--- src/rtl/count_date_pkg.sv ---
// Shared calendar constants and the leap-year rule used by the date counter
// and its month-length lookup.
package count_date_pkg;

  localparam logic [4:0] DAY_FIRST = 5'd1;
  localparam logic [3:0] MON_FIRST = 4'd1;
  localparam logic [3:0] MON_LAST  = 4'd12;

  localparam logic [4:0] LEN_28 = 5'd28;
  localparam logic [4:0] LEN_29 = 5'd29;
  localparam logic [4:0] LEN_30 = 5'd30;
  localparam logic [4:0] LEN_31 = 5'd31;

  // Two-digit years map to 2000+yr, so every multiple of 4 (including 0) is leap.
  function automatic logic is_leap(input logic [6:0] yr);
    return (yr[1:0] == 2'b00);
  endfunction

endpackage

--- src/rtl/count_date_days_in_month.sv ---
// Combinational month-length lookup; invalid months report length 0 so that
// no day can ever be accepted against them.
module days_in_month
  import count_date_pkg::*;
(
  input  logic [3:0] month,
  input  logic [6:0] year,
  output logic [4:0] length
);

  always_comb begin
    length = 5'd0;
    case (month)
      4'd1, 4'd3, 4'd5, 4'd7, 4'd8, 4'd10, 4'd12: length = LEN_31;
      4'd4, 4'd6, 4'd9, 4'd11:                     length = LEN_30;
      4'd2:    length = is_leap(year) ? LEN_29 : LEN_28;
      default: length = 5'd0;
    endcase
  end

endmodule

--- src/rtl/count_date.sv ---
// Day/month/year calendar counter advanced by a daily carry strobe, with a
// validated synchronous load that takes priority over the carry.
module count_date
  import count_date_pkg::*;
#(
  parameter int YEAR_MAX = 99
) (
  input  logic       clk,
  input  logic       set_d,
  input  logic       pulse_d,
  input  logic       load,
  input  logic [4:0] load_day,
  input  logic [3:0] load_mon,
  input  logic [6:0] load_yr,
  output logic [4:0] cnt_day,
  output logic [3:0] cnt_mon,
  output logic [6:0] cnt_yr,
  output logic       pulse_y,
  output logic       load_err
);

  localparam logic [6:0] YR_MAX = 7'(YEAR_MAX);

  logic [4:0] cnt_day_q, cnt_day_d;
  logic [3:0] cnt_mon_q, cnt_mon_d;
  logic [6:0] cnt_yr_q,  cnt_yr_d;
  logic       pulse_y_q, pulse_y_d;
  logic       load_err_q, load_err_d;

  logic [4:0] cur_len;
  logic [4:0] ld_len;
  logic       load_ok;

  days_in_month u_len_cur (
    .month  (cnt_mon_q),
    .year   (cnt_yr_q),
    .length (cur_len)
  );

  days_in_month u_len_ld (
    .month  (load_mon),
    .year   (load_yr),
    .length (ld_len)
  );

  // Month range is checked explicitly even though ld_len is 0 for bad months.
  assign load_ok = (load_mon >= MON_FIRST) && (load_mon <= MON_LAST) &&
                   (load_yr <= YR_MAX) &&
                   (load_day >= DAY_FIRST) && (load_day <= ld_len);

  always_comb begin
    cnt_day_d  = cnt_day_q;
    cnt_mon_d  = cnt_mon_q;
    cnt_yr_d   = cnt_yr_q;
    pulse_y_d  = 1'b0;
    load_err_d = 1'b0;
    if (load) begin
      // A carry arriving with a load is dropped, not deferred.
      if (load_ok) begin
        cnt_day_d = load_day;
        cnt_mon_d = load_mon;
        cnt_yr_d  = load_yr;
      end else begin
        load_err_d = 1'b1;
      end
    end else if (pulse_d) begin
      if (cnt_day_q < cur_len) begin
        cnt_day_d = cnt_day_q + 5'd1;
      end else begin
        cnt_day_d = DAY_FIRST;
        if (cnt_mon_q < MON_LAST) begin
          cnt_mon_d = cnt_mon_q + 4'd1;
        end else begin
          cnt_mon_d = MON_FIRST;
          if (cnt_yr_q < YR_MAX) begin
            cnt_yr_d = cnt_yr_q + 7'd1;
          end else begin
            cnt_yr_d  = 7'd0;
            pulse_y_d = 1'b1;
          end
        end
      end
    end
  end

  always_ff @(posedge clk or negedge set_d) begin
    if (!set_d) begin
      cnt_day_q  <= DAY_FIRST;
      cnt_mon_q  <= MON_FIRST;
      cnt_yr_q   <= 7'd0;
      pulse_y_q  <= 1'b0;
      load_err_q <= 1'b0;
    end else begin
      cnt_day_q  <= cnt_day_d;
      cnt_mon_q  <= cnt_mon_d;
      cnt_yr_q   <= cnt_yr_d;
      pulse_y_q  <= pulse_y_d;
      load_err_q <= load_err_d;
    end
  end

  assign cnt_day  = cnt_day_q;
  assign cnt_mon  = cnt_mon_q;
  assign cnt_yr   = cnt_yr_q;
  assign pulse_y  = pulse_y_q;
  assign load_err = load_err_q;

endmodule

--- config.mk ---
export PLATFORM = sky130hd
export DESIGN_NAME = count_date
export DESIGN_NICKNAME = d
export VERILOG_FILES = /design/src/rtl/count_date_pkg.sv /design/src/rtl/count_date_days_in_month.sv /design/src/rtl/count_date.sv
export SDC_FILE = /design/constraint.sdc
export NUM_CORES = 1
export LEC_CHECK = 0
export ABC_AREA = 1
export ABC_CLOCK_PERIOD_IN_PS = 2550
export BUFFER_PORTS_ARGS = -buffer_cell sky130_fd_sc_hd__clkbuf_2
export CAP_MARGIN = 5
export CORE_ASPECT_RATIO = 0.7
export CORE_UTILIZATION = 51
export CTS_BUF_LIST = sky130_fd_sc_hd__clkbuf_4 sky130_fd_sc_hd__clkbuf_8
export DETAILED_ROUTE_END_ITERATION = 7
export PLACE_DENSITY = 0.89
export REMOVE_ABC_BUFFERS = 1
export SETUP_SLACK_MARGIN = 0.4
export SLEW_MARGIN = 10
export SYNTH_ARGS = -nofsm -noshare
export SYNTH_HDL_FRONTEND = slang
export SYNTH_SLANG_ARGS = --single-unit
--- constraint.sdc ---
create_clock -name clk -period 2.55 [get_ports clk]
set_input_delay 0.1275 -clock clk [delete_from_list [all_inputs] [get_ports clk]]
set_output_delay 0.1275 -clock clk [all_outputs]
set_load 0.005 [all_outputs]
==> metrics.txt, run 1 <==
status complete, but fails checks; failing checks DRC, setup timing; element type at the critical path start flip-flop; nets 323; Ant. Diodes 0; CTS tree built; Synth Area in Compound Gates 9.12%; die area 3520 sq um; via count 1789; Reg-to-Reg End cnt_yr[3]$_DFFE_PN0P_; hold path endpoint pulse_y$_DFF_PN0_; routed length per placed instance 14.5 um; simple-gate area share of the yosys netlist 38.9%; unrepaired setup endpoints after global routing true; Setup Viol. Count Final 11; main combinational cell family by area after synthesis simple AND/OR/NAND/NOR gates; Worst Hold Class in2reg; # rows 16; Max transition margin 69.5%; die width 70.5 um; post-route cell area 2170 sq um; Min-Delay Startpoint pulse_d; count of cell types in the netlist 33; Slew @ Worst Pin 0.458 ns; critical path data required time 2.70 ns; PwrDens 1190 nW/um^2; most common cell after layout, fill and taps aside nand2_1; dpl hpwl 3.38 mm; vias in the first global route roughly 1.7k; Synth Area in Adders 12.0%; largest net degree at the start of global routing 19; antenna violations before repair 0; total power roughly 2.6 mW; Yosys Warn Count 0; Final period util 103%; CTS HTree Levels 1; Clock Skew roughly 0.0091 ns; Initial Utilization between 50% and 60%; DR vias/cell 5.56; post-synthesis sequential area ratio roughly 27%; R2R Setup Slk -0.07 ns; filler instances between 200 and 250; GRT Resource Usage Total 29.2%; DP Worst Slack -0.230 ns; DRT Pass-1 Iters 6; total wire length around 4.7 mm; XOR/XNOR Fraction of Synth Area 3.66%; fmax between 300 and 400 MHz; reg2reg start cnt_mon[0]$_DFFE_PN1P_; global route overflow 0; multi-input logic area 1200 sq um; 1st-iter DRT viols 152; clk slew on worst S/H paths 0.08 ns; number of CTS-inserted buffers 3; Worst-Skew Late Latency 0.27 ns; input/output buffers 37; Hold Fails Final Rpt 0; synthesized area 1670 sq um; DRC 6; clock tree sinks 18; layout cells sized above 1 35.3%; crit path DAT 2.77 ns; Critical Path Fanout Max 7; Min-Delay Path Depth 3; # IOs 38; CP Capture Type flip-flop; post-route ant nets 0; Clock Tree Root clkbuf_8; worst setup path class reg2reg; Worst Slack Setup Final -0.0738 ns; first-pass GRT wire length 7.85 mm; Register-to-Register Path Depth 15; synthesis-to-finish area growth 29.4%; Post-synth ARST share 100%; total core area 2960 sq um; Reg area 454 sq um; worst vdd ir between 0.0007 and 0.0008 V; flip-flop and latch count after synthesis 18; gpl congestion 0.876; worst hold slack 0.183 ns; mux cell area share after synthesis 0%; Main synth FF type dfrtp_1; Avg Cell Area, Syn between 7 and 8 sq um; Pins Over Slew Limit 0; dpl cell area 1910 sq um; Clock Path Buffers 2; die span in y about 50 um; Setup Total Neg Slack -0.545 ns; most frequent cells in the layout nand2_1, clkbuf_2, inv_1; clock period minus final worst setup slack 2.62 ns; Post-synth EDFFs 0; MaxCap Viol Count 0; synthesized instance count 235; leakage power 1.18 nW
## layer usage
| layer | GRT usage [%] | share of wire [%] |
|---|---|---|
| met1 | 39.3 | 45 |
| met5 | 0 | 0 |
| met2 | 42.7 | 45 |
| met3 | 9.41 | 7.9 |
| met4 | 12.2 | 2.2 |
## logic make-up after synthesis
| family | Yosys count |
|---|---|
| flops | 18 |
| xor+xnor | 7 |
| fa+ha+maj | 16 |
| compound gates | 24 |
| simple gates | 135 |
| buf+inv | 35 |
## synthesized netlist by cell type, types with 3 or more instances
master,n,area (sq um)
nand4_1,13,81.3
nand3_1,13,65.1
o21ai_0,3,15.0
a21oi_1,5,25.0
dfrtp_1,16,400
o22ai_1,5,31.3
nand2_1,82,308
nand2_2,4,25.0
inv_2,7,26.3
inv_1,23,86.3
ha_1,16,200
o21ai_2,3,26.3
xor2_1,5,43.8
nor2_1,13,48.8
## worst max path at each step
| stage | from | to | slack, ns | depth (start not counted) |
|---|---|---|---|---|
| finish | cnt_mon[0]$_DFFE_PN1P_ | cnt_yr[3]$_DFFE_PN0P_ | -0.07 | 15 |
| global route | cnt_mon[1]$_DFFE_PN0P_ | cnt_yr[3]$_DFFE_PN0P_ | -0.27 | 14 |
| CTS | cnt_mon[0]$_DFFE_PN1P_ | cnt_yr[3]$_DFFE_PN0P_ | -0.11 | 14 |
| detailed placement | cnt_mon[0]$_DFFE_PN1P_ | cnt_yr[3]$_DFFE_PN0P_ | -0.23 | 14 |
| global placement | cnt_mon[0]$_DFFE_PN1P_ | cnt_yr[2]$_DFFE_PN0P_ | -0.04 | 14 |
| floorplan | cnt_mon[0]$_DFFE_PN1P_ | cnt_yr[4]$_DFFE_PN0P_ | -0.08 | 14 |
## timing repair
item | CTS | global route
endpoints found under the hold margin | 16 | 0
gates cloned | 1 | 0
resized for setup | 18 | 12
hold buffers | 1 | 0
setup buffers | 3 | 3
pin swaps | 15 | 14
setup endpoints to repair | 17 | 17
## critical path, stage by stage, from the launching register on
cell	delay, ns
dfstp_2	0.56
buf_4	0.13
ha_1	0.18
nor2_2	0.06
o21ai_1	0.17
a21oi_2	0.06
o21a_2	0.16
buf_6	0.13
ha_4	0.26
nand2_4	0.05
nor2_2	0.16
nand2_4	0.12
nand3_4	0.16
nand3_4	0.16
nand2_2	0.10
nand2_2	0.04
## stage by stage
stage	util [%]	cells
floorplan	-	231
global placement	64.5	310
detailed placement	64.5	310
CTS	70.2	319
global route	73.1	322
finish	73.1	322
## area by class of cell
class,instances,area share (%)
clock buffer,4,2.54
sequential,18,21.0
multi-input combinational,183,55.6
inverter,31,5.48
timing repair buffer,50,13.3
tap,36,2.08
## flip-flops by register name, indices dropped and copies added, names as in the netlist
| name | cells |
|---|---|
| pulse_y | 1 |
| cnt_day | 5 |
| cnt_yr | 7 |
| cnt_mon | 4 |
| load_err | 1 |
## power breakdown
| group | internal [mW] | total (mW) | switching [mW] |
|---|---|---|---|
| Combinational | 0.806 | 1.72 | 0.918 |
| Clock | 0.138 | 0.245 | 0.107 |
| Sequential | 0.410 | 0.607 | 0.197 |
| Total | 1.35 | 2.57 | 1.22 |
Power figures use the tool's default switching activity.
==> inputs of run 2 (changes only) <==
--- a/config.mk
+++ b/config.mk
@@ -5,12 +5,12 @@
 export SDC_FILE = /design/constraint.sdc
 export NUM_CORES = 1
 export LEC_CHECK = 0
-export ABC_AREA = 1
+export ABC_AREA = 0
 export ABC_CLOCK_PERIOD_IN_PS = 2550
 export BUFFER_PORTS_ARGS = -buffer_cell sky130_fd_sc_hd__clkbuf_2
 export CAP_MARGIN = 5
 export CORE_ASPECT_RATIO = 0.7
-export CORE_UTILIZATION = 51
+export CORE_UTILIZATION = 50
 export CTS_BUF_LIST = sky130_fd_sc_hd__clkbuf_4 sky130_fd_sc_hd__clkbuf_8
 export DETAILED_ROUTE_END_ITERATION = 7
 export PLACE_DENSITY = 0.89
==> metrics.txt, run 2 <==
DR vias/cell 6.03; XOR/XNOR Fraction of Synth Area 0%; Met3 Wirelength 266 um; post-synthesis sequential area ratio 29.6%; Pins Over Slew Limit 0; clock period minus final worst setup slack 2.88 ns; antenna violations before repair 0; Worst-Skew Late Latency 0.26 ns; DP Worst Slack -0.492 ns; Post-synth ARST share 100%; count of cell types in the netlist 53; Synth Area in Adders 13.1%; CP Capture Type flip-flop; die area 3290 sq um; most frequent cells in the layout clkbuf_2, buf_4, dfrtp_1; fmax roughly 350 MHz; Reg-to-Reg End cnt_yr[3]$_DFFE_PN0P_; Worst Setup EP cnt_yr[3]$_DFFE_PN0P_; Metal-1 WL 2.09 mm; total wire length between 4 and 5 mm; CTS tree built; Top Metal Used met4; multi-input logic area around 1100 sq um; reg2reg start cnt_mon[0]$_DFFE_PN1P_; post-route ant nets 0; # IOs 38; Clock Tree Root clkbuf_8; DRT Pass-1 Iters 4; element type at the critical path start flip-flop; share of the synthesized area in the top cell type 26.1%; area leader, netlist dfrtp_1; 1st-iter DRT viols 84; Largest register FFs 7; most common cell after layout, fill and taps aside clkbuf_2; Setup Viol. Count Final 17; largest net degree at the start of global routing 22; Synth Area in Compound Gates approximately a third; Ant. Diodes 0; layout cells sized above 1 44.8%; Register-to-Register Path Depth 13; simple-gate area share of the yosys netlist 18.0%; placed cell count 266; mux cell area share after synthesis about 2.0%; global route overflow 0; Slew @ Worst Pin 0.543 ns; MaxCap Viol Count 0; synthesized area around 1500 sq um; worst setup path class reg2reg; R2R Setup Slk -0.33 ns; Clock Path Buffers 2; clock tree sinks 18; dpl hpwl 3.29 mm; Worst Setup SP cnt_mon[0]$_DFFE_PN1P_; total core area 2840 sq um; Synth area leaders dfrtp_1, ha_1, a21oi_1, nand2_1, dfstp_2; # rows 16; vias in the first global route 1617; failing checks setup timing; Hold Fails Final Rpt 0; input/output buffers 37; unrepaired setup endpoints after global routing true; nets roughly 280; Worst Hold Class in2reg; Worst Slack Setup Final -0.327 ns; Reg area between 400 and 500 sq um; synthesis-to-finish area growth 41.9%; Critical Path Fanout Max 5; Max transition margin between 60% and 70%; die span in y 48.3 um; worst vdd ir 0.000870 V; via count 1658; gpl congestion 0.930; crit path DAT ~3.0 ns; Main synth FF type dfrtp_1; status complete, but fails checks; total power about 2.8 mW; Clock Skew about 0.0027 ns; Avg Cell Area, Syn 8.90 sq um; clk slew on worst S/H paths 0.07 ns; critical path data required time 2.70 ns; number of CTS-inserted buffers 3; WL met2 2.05 mm; synthesized instance count 172; CTS HTree Levels 1; flip-flop and latch count after synthesis 18; GRT Resource Usage Total 30.0%; most frequent cells after synthesis dfrtp_1, ha_1, nand2_1; main combinational cell family by area after synthesis compound AO/OA/AOI/OAI gates; PwrDens 1280 nW/um^2; Final period util 113%; DRC 0; Post-synth EDFFs 0; leakage power around 1 nW; filler instances 205; routed length per placed instance 16.1 um; Yosys Warn Count 0; first-pass GRT wire length 7.49 mm; die width 68.2 um; Final Non-Filler Cells 275; Initial Utilization 53.9%
[run 2: how the worst min path moves through the flow]
stage / startpoint / to / slack, ns / depth (start not counted)
after floorplan: set_d / cnt_day[1]$_DFFE_PN0P_ / -0.17 / 0
after global placement: set_d / cnt_yr[5]$_DFFE_PN0P_ / 0.10 / 1
after detailed placement: set_d / cnt_yr[6]$_DFFE_PN0P_ / 0.10 / 1
after CTS: load_day[3] / cnt_day[3]$_DFFE_PN0P_ / 0.13 / 3
after global routing: load_day[0] / cnt_day[0]$_DFFE_PN1P_ / 0.12 / 3
final: load_day[0] / cnt_day[0]$_DFFE_PN1P_ / 0.14 / 3
[run 2: cell families after synthesis]
kind of cell             Yosys count
AO/OA/AOI/OAI                     65
AND/OR/NAND/NOR                   52
buffers and inverters             18
flip-flops                        18
adder cells (fa/ha/maj)           16
multiplexers                       3
[run 2: worst max-delay path, cell delays in order (launching register included)]
cell and delay [ns]:
dfstp_2 0.40, buf_6 0.12, ha_4 0.15, or3_4 0.33, o22ai_2 0.16, a21boi_2 0.19
buf_6 0.14, ha_4 0.13, nand4_1 0.09, a41o_1 0.25, o21a_1 0.22, nor3b_4 0.29
o22ai_1 0.13, a21o_1 0.18
[run 2: final cells by class]
cell class / instances / share of cell area (%)
Clock buffer: 4 / 2.53
Sequential cell: 18 / 20.8
Tap cell: 36 / 2.07
Multi-Input combinational cell: 136 / 52.8
Inverter: 15 / 2.59
Timing Repair Buffer: 66 / 19.2
[run 2: routing by layer]
layer | vias to the layer above | track usage [%]
li1 | 794 | -
met1 | 798 | 40.7
met2 | 64 | 48.5
met3 | 2 | 6.84
met4 | 0 | 5.56
met5 | - | 0
[run 2: where the power goes]
| part | switching, mW | internal (mW) | leakage, nW |
|---|---|---|---|
| clock | 0.103 | 0.137 | 0.0288 |
| combinational | 0.923 | 1.01 | 0.770 |
| sequential | 0.175 | 0.420 | 0.220 |
| total | 1.20 | 1.57 | 1.02 |
[run 2: per-stage QoR]
| stage | area, sq um | util (%) | setup TNS, ns | hold WS, ns |
|---|---|---|---|---|
| after floorplan | 1520 | - | -4.88 | -0.168 |
| after global placement | 1930 | 67.8 | -5.21 | 0.105 |
| after detailed placement | 1930 | 67.8 | -6.97 | 0.104 |
| after CTS | 2150 | 75.7 | -3.80 | 0.126 |
| after global routing | 2170 | 76.5 | -6.52 | 0.119 |
| final | 2170 | 76.5 | -4.14 | 0.138 |
[run 2: repair_timing]
item                                   4_1_cts  5_1_grt
setup buffers                                4        0
setup endpoints to repair                   17       17
hold buffers                                 1        0
pin swaps                                   14        9
gates resized for setup                     24        5
endpoints found under the hold margin       16        0
